**src/rtl/cb_cfg_pkg.sv**
```systemverilog
// Shared sizing helpers and configuration field layout for the connection-block crossbar.
package cb_cfg_pkg;

  localparam int W_DEF = 5;
  localparam int O_DEF = 6;
  localparam int P_DEF = 1;

  function automatic int clog2(input int n);
    int r;
    r = 0;
    while ((1 << r) < n) r = r + 1;
    return r;
  endfunction

  // LB-input mux select width: picks one of 2W tracks
  function automatic int sl_of(input int w);
    return clog2(2 * w);
  endfunction

  // Track mux select width: opposite track or one of 2P logic-block outputs
  function automatic int st_of(input int p);
    return clog2(2 * p + 1);
  endfunction

  function automatic int cfg_len(input int w, input int o, input int p);
    return 2 * o * sl_of(w) + 2 * w * (st_of(p) + 1);
  endfunction

  // side 0 = LB1, side 1 = LB2; LB fields sit at the bottom of the word
  function automatic int lb_field_base(input int side, input int i, input int o, input int sl);
    return (side * o + i) * sl;
  endfunction

  // side 0 = CB1, side 1 = CB2; each track field is {REG, sel[ST-1:0]}
  function automatic int cb_field_base(input int side, input int i, input int w,
                                       input int o, input int sl, input int st);
    return 2 * o * sl + (side * w + i) * (st + 1);
  endfunction

endpackage

```
**src/rtl/cb_track_mux.sv**
```systemverilog
// N-input select mux with an always-running output flop; reg_en_i picks flop or bypass.
module cb_track_mux #(
  parameter int N  = 3,
  parameter int SW = 2
) (
  input  logic          clk,
  input  logic          rst_n,
  input  logic [N-1:0]  src_i,
  input  logic [SW-1:0] sel_i,
  input  logic          reg_en_i,
  output logic          y_o
);

  logic mux_d, mux_q;

  // Select one source; selects past the last source drive 0
  always_comb begin
    mux_d = 1'b0;
    for (int k = 0; k < N; k++)
      if (int'(sel_i) == k) mux_d = src_i[k];
  end

  // Flop samples every cycle so toggling REG glitches at most one cycle
  always_ff @(posedge clk or negedge rst_n) begin
    if (!rst_n) mux_q <= 1'b0;
    else        mux_q <= mux_d;
  end

  assign y_o = reg_en_i ? mux_q : mux_d;

endmodule

```
**src/rtl/cb_config_xbar.sv**
```systemverilog
// Connection block: track -> LB-input muxes, LB/track -> track muxes,
// double-buffered serial configuration with length-checked commit.
module cb_config_xbar
  import cb_cfg_pkg::*;
#(
  parameter int W = W_DEF,
  parameter int O = O_DEF,
  parameter int P = P_DEF
) (
  input  logic         CLK,
  input  logic         RST_N,
  input  logic [P-1:0] LB1_IN,
  input  logic [P-1:0] LB2_IN,
  input  logic [W-1:0] CB1_IN,
  input  logic [W-1:0] CB2_IN,
  output logic [O-1:0] LB1_OUT,
  output logic [O-1:0] LB2_OUT,
  output logic [W-1:0] CB1_OUT,
  output logic [W-1:0] CB2_OUT,
  input  logic         CFG_EN,
  input  logic         CFG_IN,
  output logic         CFG_OUT,
  input  logic         CFG_COMMIT,
  output logic         CFG_VALID,
  output logic         CFG_ERR
);

  localparam int SL = sl_of(W);
  localparam int ST = st_of(P);
  localparam int L  = cfg_len(W, O, P);
  localparam int CW = clog2(L + 2);

  logic [L-1:0]  shadow_q, shadow_d;
  logic [L-1:0]  active_q, active_d;
  logic [CW-1:0] cnt_q, cnt_d;
  logic          valid_q, valid_d;
  logic          err_q, err_d;

  // Shift/count/commit control; commit always clears the bit counter
  always_comb begin
    shadow_d = shadow_q;
    active_d = active_q;
    cnt_d    = cnt_q;
    valid_d  = valid_q;
    err_d    = err_q;
    if (CFG_EN) begin
      shadow_d = {shadow_q[L-2:0], CFG_IN};
      if (cnt_q != CW'(L + 1)) cnt_d = cnt_q + CW'(1);
    end
    if (CFG_COMMIT) begin
      cnt_d = '0;
      if (!CFG_EN && cnt_q == CW'(L)) begin
        active_d = shadow_q;
        valid_d  = 1'b1;
        err_d    = 1'b0;
      end else begin
        err_d = 1'b1;
      end
    end
  end

  // Configuration state registers
  always_ff @(posedge CLK or negedge RST_N) begin
    if (!RST_N) begin
      shadow_q <= '0;
      active_q <= '0;
      cnt_q    <= '0;
      valid_q  <= 1'b0;
      err_q    <= 1'b0;
    end else begin
      shadow_q <= shadow_d;
      active_q <= active_d;
      cnt_q    <= cnt_d;
      valid_q  <= valid_d;
      err_q    <= err_d;
    end
  end

  logic [2*W-1:0] lb_src;
  logic [O-1:0]   lb1_mux, lb2_mux;
  logic [W-1:0]   cb1_mux, cb2_mux;

  assign lb_src = {CB2_IN, CB1_IN};

  for (genvar i = 0; i < O; i++) begin : g_lb
    localparam int B1 = lb_field_base(0, i, O, SL);
    localparam int B2 = lb_field_base(1, i, O, SL);
    cb_track_mux #(.N(2*W), .SW(SL)) u_lb1 (
      .clk(CLK), .rst_n(RST_N), .src_i(lb_src), .sel_i(active_q[B1 +: SL]),
      .reg_en_i(1'b0), .y_o(lb1_mux[i]));
    cb_track_mux #(.N(2*W), .SW(SL)) u_lb2 (
      .clk(CLK), .rst_n(RST_N), .src_i(lb_src), .sel_i(active_q[B2 +: SL]),
      .reg_en_i(1'b0), .y_o(lb2_mux[i]));
  end

  // Track source order: 0 = opposite-direction track, then LB1 outputs, then LB2 outputs
  for (genvar i = 0; i < W; i++) begin : g_cb
    localparam int B1 = cb_field_base(0, i, W, O, SL, ST);
    localparam int B2 = cb_field_base(1, i, W, O, SL, ST);
    cb_track_mux #(.N(2*P+1), .SW(ST)) u_cb1 (
      .clk(CLK), .rst_n(RST_N), .src_i({LB2_IN, LB1_IN, CB2_IN[i]}),
      .sel_i(active_q[B1 +: ST]), .reg_en_i(active_q[B1+ST]), .y_o(cb1_mux[i]));
    cb_track_mux #(.N(2*P+1), .SW(ST)) u_cb2 (
      .clk(CLK), .rst_n(RST_N), .src_i({LB2_IN, LB1_IN, CB1_IN[i]}),
      .sel_i(active_q[B2 +: ST]), .reg_en_i(active_q[B2+ST]), .y_o(cb2_mux[i]));
  end

  // Nothing drives the fabric until a configuration has been accepted
  assign LB1_OUT   = valid_q ? lb1_mux : '0;
  assign LB2_OUT   = valid_q ? lb2_mux : '0;
  assign CB1_OUT   = valid_q ? cb1_mux : '0;
  assign CB2_OUT   = valid_q ? cb2_mux : '0;
  assign CFG_OUT   = shadow_q[L-1];
  assign CFG_VALID = valid_q;
  assign CFG_ERR   = err_q;

endmodule

```
**config.mk**
```make
export PLATFORM = sky130hd
export DESIGN_NAME = cb_config_xbar
export DESIGN_NICKNAME = d
export VERILOG_FILES = /design/src/rtl/cb_cfg_pkg.sv /design/src/rtl/cb_track_mux.sv /design/src/rtl/cb_config_xbar.sv
export SDC_FILE = /design/constraint.sdc
export NUM_CORES = 1
export LEC_CHECK = 0
export CAP_MARGIN = 20
export CORE_AREA = 2 2 125 127
export DETAILED_ROUTE_END_ITERATION = 10
export DIE_AREA = 0 0 127 129
export PLACE_DENSITY = 0.83
export SLEW_MARGIN = 20
export SYNTH_ARGS = -nofsm -noshare
export SYNTH_HDL_FRONTEND = slang
export SYNTH_SLANG_ARGS = --single-unit
```
**constraint.sdc**
```tcl
create_clock -name CLK -period 2.3 [get_ports CLK]
set_clock_uncertainty 0.1 [all_clocks]
set_input_delay 0.46 -clock CLK [delete_from_list [all_inputs] [get_ports CLK]]
set_output_delay 0.46 -clock CLK [all_outputs]
set_load 0.05 [all_outputs]
```
==> qor.txt, run 1 <==
Outcome: finished, violations left
Violated checks: negative setup slack
Io pins: 42
Post-synth EDFFs: 0
RR Endpoint: active_q[21]
Setup ws final: -176 ps
Fin. Hold Viols: 0
CP endpoint kind: output port
Die Span X: 127 um
Flops & latches, synth: 175
Core area: 15000 sq um
Peak Freq: 404 MHz
Normalized max-slew margin: 65.0%
Leakage power: 4.64 nW
Root buf cell: clkbuf_16
Worst vdd ir: 0.000548 V
Congestion Overflow GR: 0
HP Class: input pin to register
Synthesized area per cell: 12.8 sq um
GP Congestion: 0.870
Nets@finish: 741
Port bufs: 41
Cells after Synth: 637
Worst r2r path cells: 5
Drt first pass iters: 6
Clock transition at path regs: 70 ps
Sequential-to-total area share from yosys stat: 53.8%
Synth top area cells: dfrtp_1 (54%), mux2_2 (20%), mux2i_1 (5.3%)
Tmin final: 2480 ps
Starting DRT DRC Count: 441
Maximum clock path buffer count: 2
R2R setup slack: 210 ps
Initial antenna violation count: 1
Die H: 129 um
Startpoint of the worst-slack reg-to-reg timing path: cnt_q[2]
Yosys top cell area share: 53.8%
Drt wl/cell: 21.3 um
DR DRC count: 0
RSZ-0062 raised after global routing: true
Antenna Nets Post-Route: 0
# rows: 45
Initial cell density of the core: 54.3%
Die ar.: 16400 sq um
Least-Margin Pin Slew: 525 ps
Netlist cell types: 45
H-Tree Depth: 4
Final setup fails: 12
CTS tree: yes
Synth warn: 0
Critical Path RT: 1740 ps
Util after Layout: 69.7%
PnR Total Power: 7.32 mW
First-pass GRT wire length: 30600 um
DRT Wirelength: 19700 um
TritonCTS Buffers: 17
Vias: 5690
Worst Setup SP: CB1_IN[4]
Number of global-route vias before repair: 5946
Crit-path max FO: 6
Share of cells above drive strength 1: 47.6%
Slew Limit Fails: 0
Critical path class: input pin to output port
Total Routing Usage GR: 24.1%
Power Dens Cells: 702 nW/um^2
Dominant cell type by area after synthesis: dfrtp_1
Post-synth ARST share: 100%
Syn nets: 656
Area Overhead vs Synth: 28.2%
Element type at the critical path start: input pin
Syn Std Cell Area: 8140 sq um
Max-Cap Viols: 0
Clk Latency, worst-skew pair: 440 ps
Via density: 6.16
Largest net degree at the start of global routing: 72
Period utilization: 108%
Arrival @ worst endpoint: 1920 ps
Post-synth top flop: dfrtp_1
HPWL after detailed placement: 11500 um
CP endpoint: LB2_OUT[3]
Clk sinks: 175
critical path, cell delays in order:
cell           delay (ps)
dlygate4sd2_1         350
inv_2                 170
buf_4                 160
a21oi_1               160
o31ai_2               110
o31ai_4               330
buf_12                180
through the flow:
step	cell area (sq um)	hold WS [ps]	setup WS, ps	TNS [ps]	cells
4_1_cts	10200	353	-147	-744	910
3_5_place_dp	9280	363	-489	-6280	860
5_1_grt	10400	360	-187	-1670	924
2_1_floorplan	8270	64.4	-114	-1340	637
6_report	10400	348	-176	-1090	924
3_3_place_gp	9280	350	-420	-5650	860
kinds of logic (layout without fill, tap and decap cells):
| kind of cell | after synthesis | after routing | synth area share, % |
|---|---|---|---|
| other | 0 | 1 | 0 |
| multiplexers | 208 | 208 | 28.5 |
| flip-flops | 175 | 175 | 53.8 |
| adder cells (fa/ha/maj) | 2 | 2 | 0.307 |
| AND/OR/NAND/NOR | 134 | 134 | 8.33 |
| XOR/XNOR | 3 | 3 | 0.323 |
| AO/OA/AOI/OAI | 61 | 61 | 5.38 |
| buffers and inverters | 54 | 152 | 3.32 |
worst min-delay path by stage:
stage | startpoint | endpoint | cells after the start
final | CFG_EN | shadow_q[0] | 2
after global routing | CFG_EN | shadow_q[4] | 2
after CTS | CFG_EN | shadow_q[4] | 2
after detailed placement | RST_N | cnt_q[2] | 1
after global placement | RST_N | cnt_q[2] | 1
after floorplan | RST_N | CFG_ERR | 0
report_power, final:
group | switching [mW] | total, mW | internal (mW)
clock network | 1.22 | 3.21 | 1.99
registers | 0.184 | 3.50 | 3.31
logic | 0.287 | 0.614 | 0.327
per-layer routing:
| metal | vias to the layer above | GRT usage, % | wire, um |
|---|---|---|---|
| met4 | 0 | 11.6 | 913 |
| met3 | 82 | 5.28 | 1150 |
| met1 | 2877 | 31.2 | 8020 |
| met2 | 237 | 39.0 | 9600 |
| met5 | - | 0 | 0 |
| li1 | 2494 | - | - |
state kept, by name, indices dropped and copies added, names as in the netlist:
signal            count
active_q             78
shadow_q             78
g_cb.u_cb2.mux_q      5
CFG_VALID             1
g_cb.u_cb1.mux_q      5
cnt_q                 7
CFG_ERR               1
cells in the final DEF, fill, tap and decap left out, types with 3 or more instances in the layout:
cell type	n
nor2_2	9
mux4_2	3
mux2i_2	3
o22ai_2	6
mux2_1	19
clkbuf_16	17
o32ai_2	3
nor2_1	23
dfrtp_2	16
nand2_1	29
bufinv_16	5
buf_6	12
inv_1	9
nor2b_1	7
clkbuf_2	4
clkdlybuf4s50_1	4
a211oi_2	8
nand3b_1	8
dfrtp_1	159
clkinvlp_4	5
nand3_1	16
mux2_2	141
buf_12	31
or3_1	4
nand4_1	7
nor3_1	6
nand2b_1	8
o22ai_1	8
mux2i_1	40
a21oi_1	6
dlygate4sd2_1	5
o2111ai_1	4
buf_4	45
what timing repair did:
item,in CTS,in global routing
gates cloned,2,1
resized for setup,65,38
endpoints found under the setup margin,22,16
endpoints found under the hold margin,50,0
hold buffers,1,0
pin swaps,19,21
buffers inserted,15,13
cell usage after synthesis, types with 2 or more instances:
library cell,instances
o2111ai_1,5
inv_1,11
a22o_1,2
o32ai_1,5
nand3_1,16
nor3_1,8
buf_1,8
a21oi_1,7
nor2b_1,10
xor2_1,2
a211oi_1,10
a2111oi_0,2
and3_1,2
mux4_2,3
or3_1,5
o21ai_0,5
o31ai_1,3
clkbuf_1,22
and2_1,2
buf_6,8
mux2_1,19
nand2_1,30
ha_1,2
buf_2,3
nand3b_1,8
nand2b_1,8
nand4_1,7
o22ai_1,14
mux2i_1,43
dfrtp_1,175
o311ai_0,4
nor2_1,33
mux2_2,143
layout make-up:
type,instances,area [sq um]
Tap cell,188,235
Antenna cell,1,2.50
Inverter,12,50.0
Multi-Input combinational cell,408,3800
Timing Repair Buffer,108,1280
Fill cell,971,4540
Clock buffer,19,453
Sequential cell,175,4400
Clock inverter,13,210
Power figures use the tool's default switching activity.
==> run 2: changes to the inputs <==
--- a/config.mk
+++ b/config.mk
@@ -6,10 +6,10 @@
 export NUM_CORES = 1
 export LEC_CHECK = 0
 export CAP_MARGIN = 20
-export CORE_AREA = 2 2 125 127
+export CORE_AREA = 2 2 129 131
 export DETAILED_ROUTE_END_ITERATION = 10
-export DIE_AREA = 0 0 127 129
-export PLACE_DENSITY = 0.83
+export DIE_AREA = 0 0 131 133
+export PLACE_DENSITY = 0.79
 export SLEW_MARGIN = 20
 export SYNTH_ARGS = -nofsm -noshare
 export SYNTH_HDL_FRONTEND = slang
==> run 2 against run 1 <==
  * The run still ends with negative setup slack left
  * Total power fell by 4.0%
  * Critical path depth fell by 2
  * Via count is 2.3% lower
  * Sequential share of layout area shrank 0.41 points
  * Register-to-register slack better by 40 ps
  * Clock power down 8.1%
  * Fmax shrank 1.4%
  * Largest cell class unchanged
  * Worst hold slack gained 60 ps
==> qor.txt, run 2 (same netlist as run 1, synthesis figures left out) <==
P_sw: 1.60 mW (-5.5%)
Max-Cap Viols: 0 (unchanged)
Commonest non-fill, non-tap cells in the layout: dfrtp_1 (157), mux2_2 (140), buf_4 (45)
Final setup TNS: -920 ps (+166 ps)
Clk sinks: 175 (unchanged)
Worst vdd ir: 0.000682 V (+24%)
First-pass GRT wire length: 30200 um (-1.3%)
Clock power share: 42.0% (-1.9 points)
CP endpoint kind: output port
Peak Freq: 398 MHz (-1.4%)
Util after Layout: 65.2% (-4.5 points)
# rows: 47 (+4.4%)
DRT Wirelength: 18800 um (-4.4%)
Worst Setup SP: active_q[38]
Met1 usage: 29.6% (-1.6 points)
Non-filler cells, final: 953 (+3.1%)
Fin. Hold Viols: 0 (unchanged)
Die Span X: 131 um (+3.1%)
Total Routing Usage GR: 22.4% (-1.7 points)
Most common cell after layout, fill and taps aside: dfrtp_1
Die H: 133 um (+3.1%)
Io pins: 42 (unchanged)
HP Class: input pin to register
Element type at the critical path start: register
Setup ws final: -211 ps (-35.6 ps)
Slew Limit Fails: 0 (unchanged)
Normalized max-slew margin: 61.1% (-3.9 points)
Startpoint of the worst-slack reg-to-reg timing path: cnt_q[2]
Crit-path max FO: 4 (-2)
Congestion Overflow GR: 0 (unchanged)
CTS tree: yes
Share of power burned in registers: 49.5% (+1.7 points)
Clk Latency, worst-skew pair: 430 ps (about the same)
Switching share of power: 22.8% (-0.35 points)
M2 GR Usage: 36.7% (-2.4 points)
CP endpoint: LB2_OUT[3]
Initial antenna violation count: 0 (-1)
Via density: 5.84 (-5.2%)
Port bufs: 41 (unchanged)
Largest net degree at the start of global routing: 79 (+9.7%)
Die ar.: 17400 sq um (+6.3%)
Outcome: finished, violations left
Root buf cell: clkbuf_16
Period utilization: 109% (+1.5 points)
Violated checks: negative setup slack
H-Tree Depth: 4 (unchanged)
Number of global-route vias before repair: 5849 (-1.6%)
RR Endpoint: active_q[67]
Most used routing layer: met2
Starting DRT DRC Count: 378 (-14%)
Placed Instance Area: 9370 sq um (+0.94%)
HPWL after detailed placement: 11800 um (+3.2%)
Drt first pass iters: 6 (unchanged)
Initial cell density of the core: 50.3% (-4.0 points)
RSZ-0062 raised after global routing: true
Worst hold path depth: 5 (+3)
Combinational cell fraction of total power: 8.5% (about the same)
Nets@finish: 739 (-0.27%)
Arrival @ worst endpoint: 1950 ps (+30 ps)
Design area: 10500 sq um (+1.0%)
Critical path class: register to output port
Maximum clock path buffer count: 2 (unchanged)
Antenna Nets Post-Route: 0 (unchanged)
Clock transition at path regs: 60 ps (about the same)
Top Registers: active_q x78, shadow_q x78, cnt_q x7
Critical Path RT: 1740 ps (about the same)
Area Overhead vs Synth: 29.5%
Grt met3 use: 4.81% (-0.47 points)
Design internal power: 5.43 mW (-3.6%)
Hold Slack: 408 ps (+60.0 ps)
Power Dens Cells: 667 nW/um^2 (-5.0%)
GP Congestion: 0.834 (-4.1%)
Dpl cells: 895 (+4.1%)
Share of cells above drive strength 1: 47.6% (about the same)
Worst r2r path cells: 6 (+1)
R2R setup slack: 250 ps (+40 ps)
Number of diodes: 0 (-1)
Vias: 5561 (-2.3%)
Leakage power: 4.64 nW (about the same)
TritonCTS Buffers: 17 (unchanged)
Final setup fails: 9 (-3)
Least-Margin Pin Slew: 584 ps (+59.0 ps)
Setup WS pre-CTS: -440 ps (+49.7 ps)
Drt wl/cell: 19.7 um (-7.3%)
Core area: 16200 sq um (+8.0%)
Tmin final: 2510 ps (+35.6 ps)
DR DRC count: 0 (unchanged)
PnR Total Power: 7.03 mW (-4.0%)
==> run 2: cell types whose count changed in the layout (fill, tap and decap cells not counted), moves of 3 or more <==
cell	previous run	this run
o22ai_1	8	3
clkinvlp_4	5	1
clkinv_2	1	4
mux2i_2	3	0
o32ai_2	3	0
o22ai_2	6	10
o32ai_4	2	5
buf_6	12	9
==> run 2: area by class of cell <==
type	instances	area, sq um
fill	1121	5630
sequential	175	4400
multi-input combinational	408	3910
timing repair buffer	106	1290
clock buffer	22	474
tap	220	275
clock inverter	10	135
inverter	12	50.0
==> run 2: routing by layer <==
metal  routed length [um]  vias up
met3                 1050       33
met5                    0        -
li1                     -     2477
met1                 8090     2877
met2                 9380      174
met4                  303        0
==> run 2: power groups by stage <==
stage | clock network [mW] | registers, mW | logic, mW
2_1_floorplan | 0 | 3.47 | 0.344
5_1_grt | 3.12 | 3.51 | 0.656
4_1_cts | 3.00 | 3.48 | 0.591
3_3_place_gp | 0 | 3.52 | 0.536
3_5_place_dp | 0 | 3.53 | 0.562
6_report | 2.95 | 3.48 | 0.598
==> run 2: worst min path at each step <==
| stage | start | to | slack [ps] |
|---|---|---|---|
| after global placement | RST_N | CFG_ERR | 370 |
| final | CFG_EN | cnt_q[1] | 410 |
| after floorplan | RST_N | CFG_ERR | 60 |
| after detailed placement | RST_N | shadow_q[55] | 380 |
| after global routing | shadow_q[4] | active_q[4] | 440 |
| after CTS | CFG_EN | cnt_q[1] | 400 |
==> run 2: worst max-delay path, stage by stage (launching register included) <==
cell and delay (ps):
dfrtp_2 450, mux2_4 330, a221oi_4 290, a2bb2oi_2 210
o31ai_4 90, buf_12 160
==> run 2: timing repair <==
action	in CTS	in global routing
endpoints found under the setup margin	22	20
cloned	2	0
buffers inserted	12	11
pin swaps	12	17
hold buffers	1	0
endpoints found under the hold margin	55	0
resized for setup	56	55
